**config.mk**
```make
export PLATFORM = sky130hd
export DESIGN_NAME = traffic_sequencer_flat
export DESIGN_NICKNAME = d
export VERILOG_FILES = /design/src/rtl/traffic_sequencer_pkg.sv /design/src/rtl/traffic_sequencer_if.sv /design/src/rtl/traffic_sequencer_phase_timer.sv /design/src/rtl/traffic_sequencer.sv /design/src/flat_wrapper.sv
export SDC_FILE = /design/constraint.sdc
export NUM_CORES = 1
export LEC_CHECK = 0
export CAP_MARGIN = 15
export CORE_MARGIN = 4
export CORE_UTILIZATION = 40
export CTS_BUF_LIST = sky130_fd_sc_hd__clkbuf_4 sky130_fd_sc_hd__clkbuf_8 sky130_fd_sc_hd__clkbuf_16
export DETAILED_ROUTE_END_ITERATION = 10
export PLACE_DENSITY = 0.76
export SETUP_SLACK_MARGIN = 0.3
export SYNTH_ARGS = -nofsm -noshare
export SYNTH_HDL_FRONTEND = slang
export SYNTH_SLANG_ARGS = --single-unit
```
**constraint.sdc**
```tcl
create_clock -name clk -period 2.3 [get_ports clk]
set_clock_uncertainty 0.15 [all_clocks]
set_input_delay 0.23 -clock clk [delete_from_list [all_inputs] [get_ports clk]]
set_output_delay 0.23 -clock clk [all_outputs]
set_load 0.005 [all_outputs]
```
**src/rtl/traffic_sequencer_pkg.sv**
```systemverilog
// Shared phase encodings and lamp patterns for the intersection sequencer.
package traffic_sequencer_pkg;

    typedef enum logic [2:0] {
        PH_NS_G  = 3'd0,
        PH_NS_Y  = 3'd1,
        PH_RED_A = 3'd2,
        PH_EW_G  = 3'd3,
        PH_EW_Y  = 3'd4,
        PH_RED_B = 3'd5,
        PH_WALK  = 3'd6
    } phase_t;

    // Lamp bit order is {R,Y,G}
    localparam logic [2:0] LAMP_R = 3'b100;
    localparam logic [2:0] LAMP_Y = 3'b010;
    localparam logic [2:0] LAMP_G = 3'b001;

endpackage

```
**src/rtl/traffic_sequencer_if.sv**
```systemverilog
// Tick/request inputs and lamp/debug outputs of the sequencer, bundled as one port.
interface traffic_sequencer_if;

    logic       en;
    logic       ped_req;
    logic [2:0] ns_light;
    logic [2:0] ew_light;
    logic       walk;
    logic [2:0] phase;
    logic       ped_pend;

    modport master (
        output en, ped_req,
        input  ns_light, ew_light, walk, phase, ped_pend
    );

    modport slave (
        input  en, ped_req,
        output ns_light, ew_light, walk, phase, ped_pend
    );

endinterface

```
**src/rtl/traffic_sequencer_phase_timer.sv**
```systemverilog
// Loadable tick counter; done flags the last en tick of the current phase.
module phase_timer #(
    parameter int counter_bits = 4
) (
    input  logic                    clk,
    input  logic                    r,
    input  logic                    en,
    input  logic                    load,
    input  logic [counter_bits-1:0] dur,
    output logic                    done
);

    logic [counter_bits-1:0] cnt;
    logic [counter_bits-1:0] last;

    assign last = dur - 1'b1;
    assign done = en && (cnt == last);

    always_ff @(posedge clk) begin
        if (r || load) begin
            cnt <= '0;
        end else if (en) begin
            cnt <= done ? '0 : cnt + 1'b1;
        end
    end

endmodule

```
**src/rtl/traffic_sequencer.sv**
```systemverilog
// Intersection phase FSM with pedestrian latch and Moore lamp decode.
module traffic_sequencer
    import traffic_sequencer_pkg::*;
#(
    parameter int T_GREEN      = 12,
    parameter int T_YELLOW     = 3,
    parameter int T_ALLRED     = 1,
    parameter int T_WALK       = 6,
    parameter int counter_bits = 4
) (
    input  logic               clk,
    input  logic               r,
    traffic_sequencer_if.slave bus
);

    phase_t                  phase_q;
    phase_t                  phase_d;
    logic                    ped_pend_q;
    logic                    load;
    logic                    done;
    logic                    enter_walk;
    logic [counter_bits-1:0] dur;
    logic [2:0]              ns;
    logic [2:0]              ew;
    logic                    walk;

    phase_timer #(
        .counter_bits(counter_bits)
    ) u_timer (
        .clk  (clk),
        .r    (r),
        .en   (bus.en),
        .load (load),
        .dur  (dur),
        .done (done)
    );

    always_comb begin
        dur = counter_bits'(T_GREEN);
        case (phase_q)
            PH_NS_Y, PH_EW_Y:   dur = counter_bits'(T_YELLOW);
            PH_RED_A, PH_RED_B: dur = counter_bits'(T_ALLRED);
            PH_WALK:            dur = counter_bits'(T_WALK);
            default:            dur = counter_bits'(T_GREEN);
        endcase
    end

    // Illegal code 7 recovers through an all-red clearance with a fresh count
    always_comb begin
        phase_d = phase_q;
        load    = 1'b0;
        case (phase_q)
            PH_NS_G:  if (done) phase_d = PH_NS_Y;
            PH_NS_Y:  if (done) phase_d = PH_RED_A;
            PH_RED_A: if (done) phase_d = PH_EW_G;
            PH_EW_G:  if (done) phase_d = PH_EW_Y;
            PH_EW_Y:  if (done) phase_d = PH_RED_B;
            PH_RED_B: if (done) phase_d = ped_pend_q ? PH_WALK : PH_NS_G;
            PH_WALK:  if (done) phase_d = PH_NS_G;
            default: begin
                phase_d = PH_RED_A;
                load    = 1'b1;
            end
        endcase
    end

    assign enter_walk = (phase_q == PH_RED_B) && done && ped_pend_q;

    // A request arriving on the WALK entry edge is absorbed as served
    always_ff @(posedge clk) begin
        if (r) begin
            phase_q    <= PH_NS_G;
            ped_pend_q <= 1'b0;
        end else begin
            phase_q <= phase_d;
            if (enter_walk) begin
                ped_pend_q <= 1'b0;
            end else if (bus.ped_req) begin
                ped_pend_q <= 1'b1;
            end
        end
    end

    always_comb begin
        ns   = LAMP_R;
        ew   = LAMP_R;
        walk = 1'b0;
        case (phase_q)
            PH_NS_G: ns   = LAMP_G;
            PH_NS_Y: ns   = LAMP_Y;
            PH_EW_G: ew   = LAMP_G;
            PH_EW_Y: ew   = LAMP_Y;
            PH_WALK: walk = 1'b1;
            default: ;
        endcase
    end

    assign bus.ns_light = ns;
    assign bus.ew_light = ew;
    assign bus.walk     = walk;
    assign bus.phase    = phase_q;
    assign bus.ped_pend = ped_pend_q;

endmodule

```
**src/flat_wrapper.sv**
```systemverilog
// flat-port wrapper written by rule: the top's interface ports become plain ports
module traffic_sequencer_flat import traffic_sequencer_pkg::*;
#(
    parameter int T_GREEN      = 12,
    parameter int T_YELLOW     = 3,
    parameter int T_ALLRED     = 1,
    parameter int T_WALK       = 6,
    parameter int counter_bits = 4
)
  (clk, r, bus_en, bus_ped_req, bus_ns_light, bus_ew_light, bus_walk, bus_phase, bus_ped_pend);
  traffic_sequencer_if bus_i ();
  input  logic clk;
  input  logic r;
  input wire logic [$bits(bus_i.en)-1:0] bus_en;
  input wire logic [$bits(bus_i.ped_req)-1:0] bus_ped_req;
  output wire logic [$bits(bus_i.ns_light)-1:0] bus_ns_light;
  output wire logic [$bits(bus_i.ew_light)-1:0] bus_ew_light;
  output wire logic [$bits(bus_i.walk)-1:0] bus_walk;
  output wire logic [$bits(bus_i.phase)-1:0] bus_phase;
  output wire logic [$bits(bus_i.ped_pend)-1:0] bus_ped_pend;
  assign bus_i.en = bus_en;
  assign bus_i.ped_req = bus_ped_req;
  assign bus_ns_light = bus_i.ns_light;
  assign bus_ew_light = bus_i.ew_light;
  assign bus_walk = bus_i.walk;
  assign bus_phase = bus_i.phase;
  assign bus_ped_pend = bus_i.ped_pend;
  traffic_sequencer #(.T_GREEN(T_GREEN), .T_YELLOW(T_YELLOW), .T_ALLRED(T_ALLRED), .T_WALK(T_WALK), .counter_bits(counter_bits)) u_core (.clk(clk), .r(r), .bus(bus_i));
endmodule
```
==> summary.md <==
| Metric | Value |
|---|---|
| Placer Congestion | `0.7622` |
| Clk_lat worst skew | `260 ps` |
| Req. time, crit path | `1920 ps` |
| Period utilization | `0.8458` |
| Post-route DRC violation count | `0` |
| Slew @ Worst Pin | `around 430 ps` |
| Vias in the first global route | `577` |
| F_max | `514.1 MHz` |
| Clock Sinks | `8` |
| Io pins | `15` |
| Status | `completed` |
| Post-Syn Instances | `65` |
| Clock Path Buffers | `2` |
| Root buffer cell | `clkbuf_4` |
| Die Y-Extent | `roughly 46 um` |
| Synthesized area | `570.5 um^2` |
| Library cells used by synthesis | `38` |
| CP Launch Type | `flip-flop` |
| Number of H-tree levels | `1` |
| Post-Synth Adder-Cell Area | `0.02193` |
| Top FF cell, synth | `dfxtp_1` |
| Synth area leaders | `dfxtp_1 28%, o32a_4 3.9%, a21oi_1 3.5%` |
| Hold-fix buffers at CTS | `0` |
| Hold Vio Cnt, Final | `0` |
| Maximum vdd drop | `0.2870 mV` |
| Core ar. | `approximately 0.0013 mm^2` |
| Pin count of the biggest net entering global routing | `17` |
| CTS tree | `done` |
| Power, Total | `approximately 0.00041 W` |
| Fraction of synthesized area in multiplexers | `0` |
| Largest family of logic cells by synthesized area | `compound AO/OA/AOI/OAI gates` |
| Crit end category | `output port` |
| Pleak | `0.3198 nW` |
| Initial Util | `0.4330` |
| Row count | `13` |
| ANT nets after route | `0` |
| CTS buffer count | `3` |
| Overall Global Routing Usage | `0.1679` |
| Crit path kind | `flip-flop to output port` |
| Most frequent cell after synthesis | `dfxtp_1` |
| Number of enable flip-flop cells after synthesis | `0` |
| DRT Wirelength | `approximately 1500 um` |
| Initial antenna violation count | `0` |
| Pins over their slew limit | `0` |
| Wire per inst | `15.71 um` |
| Via count | `598` |
| Worst-path maximum fanout | `10` |
| Antenna Cells | `0` |
| Number of synthesized register bits | `8` |
| Syn avg cell area | `around 8.8 um^2` |
| Worst EP arrival | `1570 ps` |
| Compound-Gate Fraction of Synth Area | `0.3465` |
| Die area | `0.002094 mm^2` |
| Syn-to-layout area delta | `40.57%` |
| Most instantiated cells after synthesis | `8 x dfxtp_1, 4 x a21oi_1, 4 x nor2_1, 4 x o21ai_0` |
| Share of layout cells above drive strength 1 | `0.2222` |
| GRT overflow | `0` |
| First-pass DRT Iterations | `4` |
| First-pass GRT wire length | `~2500 um` |
| Dpl hpwl | `1063 um` |
| # setup viols final | `0` |
| Post-synth ARST share | `0` |
| Flop2flop setup slack | `370 ps` |
| # port buffers | `14` |
| Post-synth top area share | `0.2807` |
| Xor/xnor share of the synthesized area | `0.04605` |
| Mapped Nets | `70` |
| Nets | `88` |
| Reg clk slew, reported paths | `~60 ps` |
| Simple-Gate Fraction of Synth Area | `0.2566` |
| Vias per cell | `6.229` |
| Max-slew headroom | `0.7123` |
| Worst Hold Class | `input port to flip-flop` |
| Total number of yosys warnings | `0` |
| TNS Setup | `0 ps` |
| Tmin final | `1945 ps` |
| Dominant cell type by area after synthesis | `dfxtp_1` |
| PD cells | `~500 mW/mm^2` |
| Total of max-cap violations | `0` |
| Register area share after synthesis | `0.2807` |
| Die width | `45.77 um` |
| RSZ-0062 raised after global routing | `yes` |
| Iteration-0 DRC Markers | `9` |
[path summary, 6_finish.rpt]
path	startpoint	end	cells after the start
setup / recovery	u_core.bus.phase[2]	bus_ew_light[2]	4
hold / removal	bus_en	u_core.u_timer.cnt[1]	3
setup reg to reg	u_core.bus.phase[0]	u_core.bus.phase[1]	5
hold reg to reg	u_core.bus.phase[1]	u_core.bus.phase[0]	1
[placed cells by master (no fill, tap or decap), drive strengths merged, types with 2 or more instances in the layout]
master / instances
xor2: 2
a31oi: 2
nor2b: 2
nor2: 4
nand3: 2
clkdlybuf4s50: 12
dfxtp: 8
nand4: 2
nor3: 4
and2: 2
inv: 2
a21oi: 4
dlymetal6s2s: 2
clkbuf: 3
o21ai: 4
buf: 2
nand2: 3
nand2b: 2
[routing by layer]
metal	track usage	wire length [um]	share of wire	up-vias
met5	0	0	0	-
met4	0.1591	54	0.036	0
met3	0.05138	129	0.086	7
met2	0.2173	696	0.46	28
met1	0.2133	627	0.42	274
li1	-	-	-	289
[where the power goes]
part / total, W / switching (W) / internal, W / leakage [nW]
Clock: 0.000112 / 0.0000523 / 0.0000600 / 0.0138
Sequential: 0.000165 / 0.0000177 / 0.000147 / 0.0673
Combinational: 0.000129 / 0.0000573 / 0.0000714 / 0.239
[area by class of cell]
class,instances,area (um^2)
clock buffer,3,22.52
fill,114,515.5
inverter,2,7.507
multi-input combinational,52,411.6
sequential,8,168.9
tap,15,18.77
timing repair buffer,16,172.7
[registers in the layout (all words and copies together), names as in the netlist]
name	cells
u_core.u_timer.cnt	4
u_core.bus.phase	3
u_core.bus.ped_pend	1
[repair_timing]
action                                  CTS  global route
buffers inserted                          0             1
gates resized for setup                   5             8
endpoints found under the hold margin     0             0
endpoints found under the setup margin    9             7
pin swaps                                 0             0
[worst max-delay path: stages, from the launching register on]
cell	delay (ps)
dfxtp_4	410
inv_1	120
and3_4	200
nor2_1	80
clkdlybuf4s50_1	500
[stage by stage]
step	utilization	setup WS, ps	hold slack (ps)	area, um^2	instances
after CTS	0.5698	327.0	386.1	750.7	95
after floorplan	-	393.7	149.4	570.5	65
after global placement	0.5442	252.0	370.7	716.9	92
after global routing	0.6087	251.1	288.1	802.0	96
final	0.6087	354.8	247.3	802.0	96
after detailed placement	0.5442	204.7	377.6	716.9	92
[cells by family (layout without fill, tap and decap cells)]
kind of cell | count (synthesis) | in the layout
compound gates | 23 | 23
xor+xnor | 3 | 3
fa+ha+maj | 1 | 1
buf+inv | 5 | 21
flops | 8 | 8
simple gates | 25 | 25
Note: power is estimated with default switching activity, not from simulation.
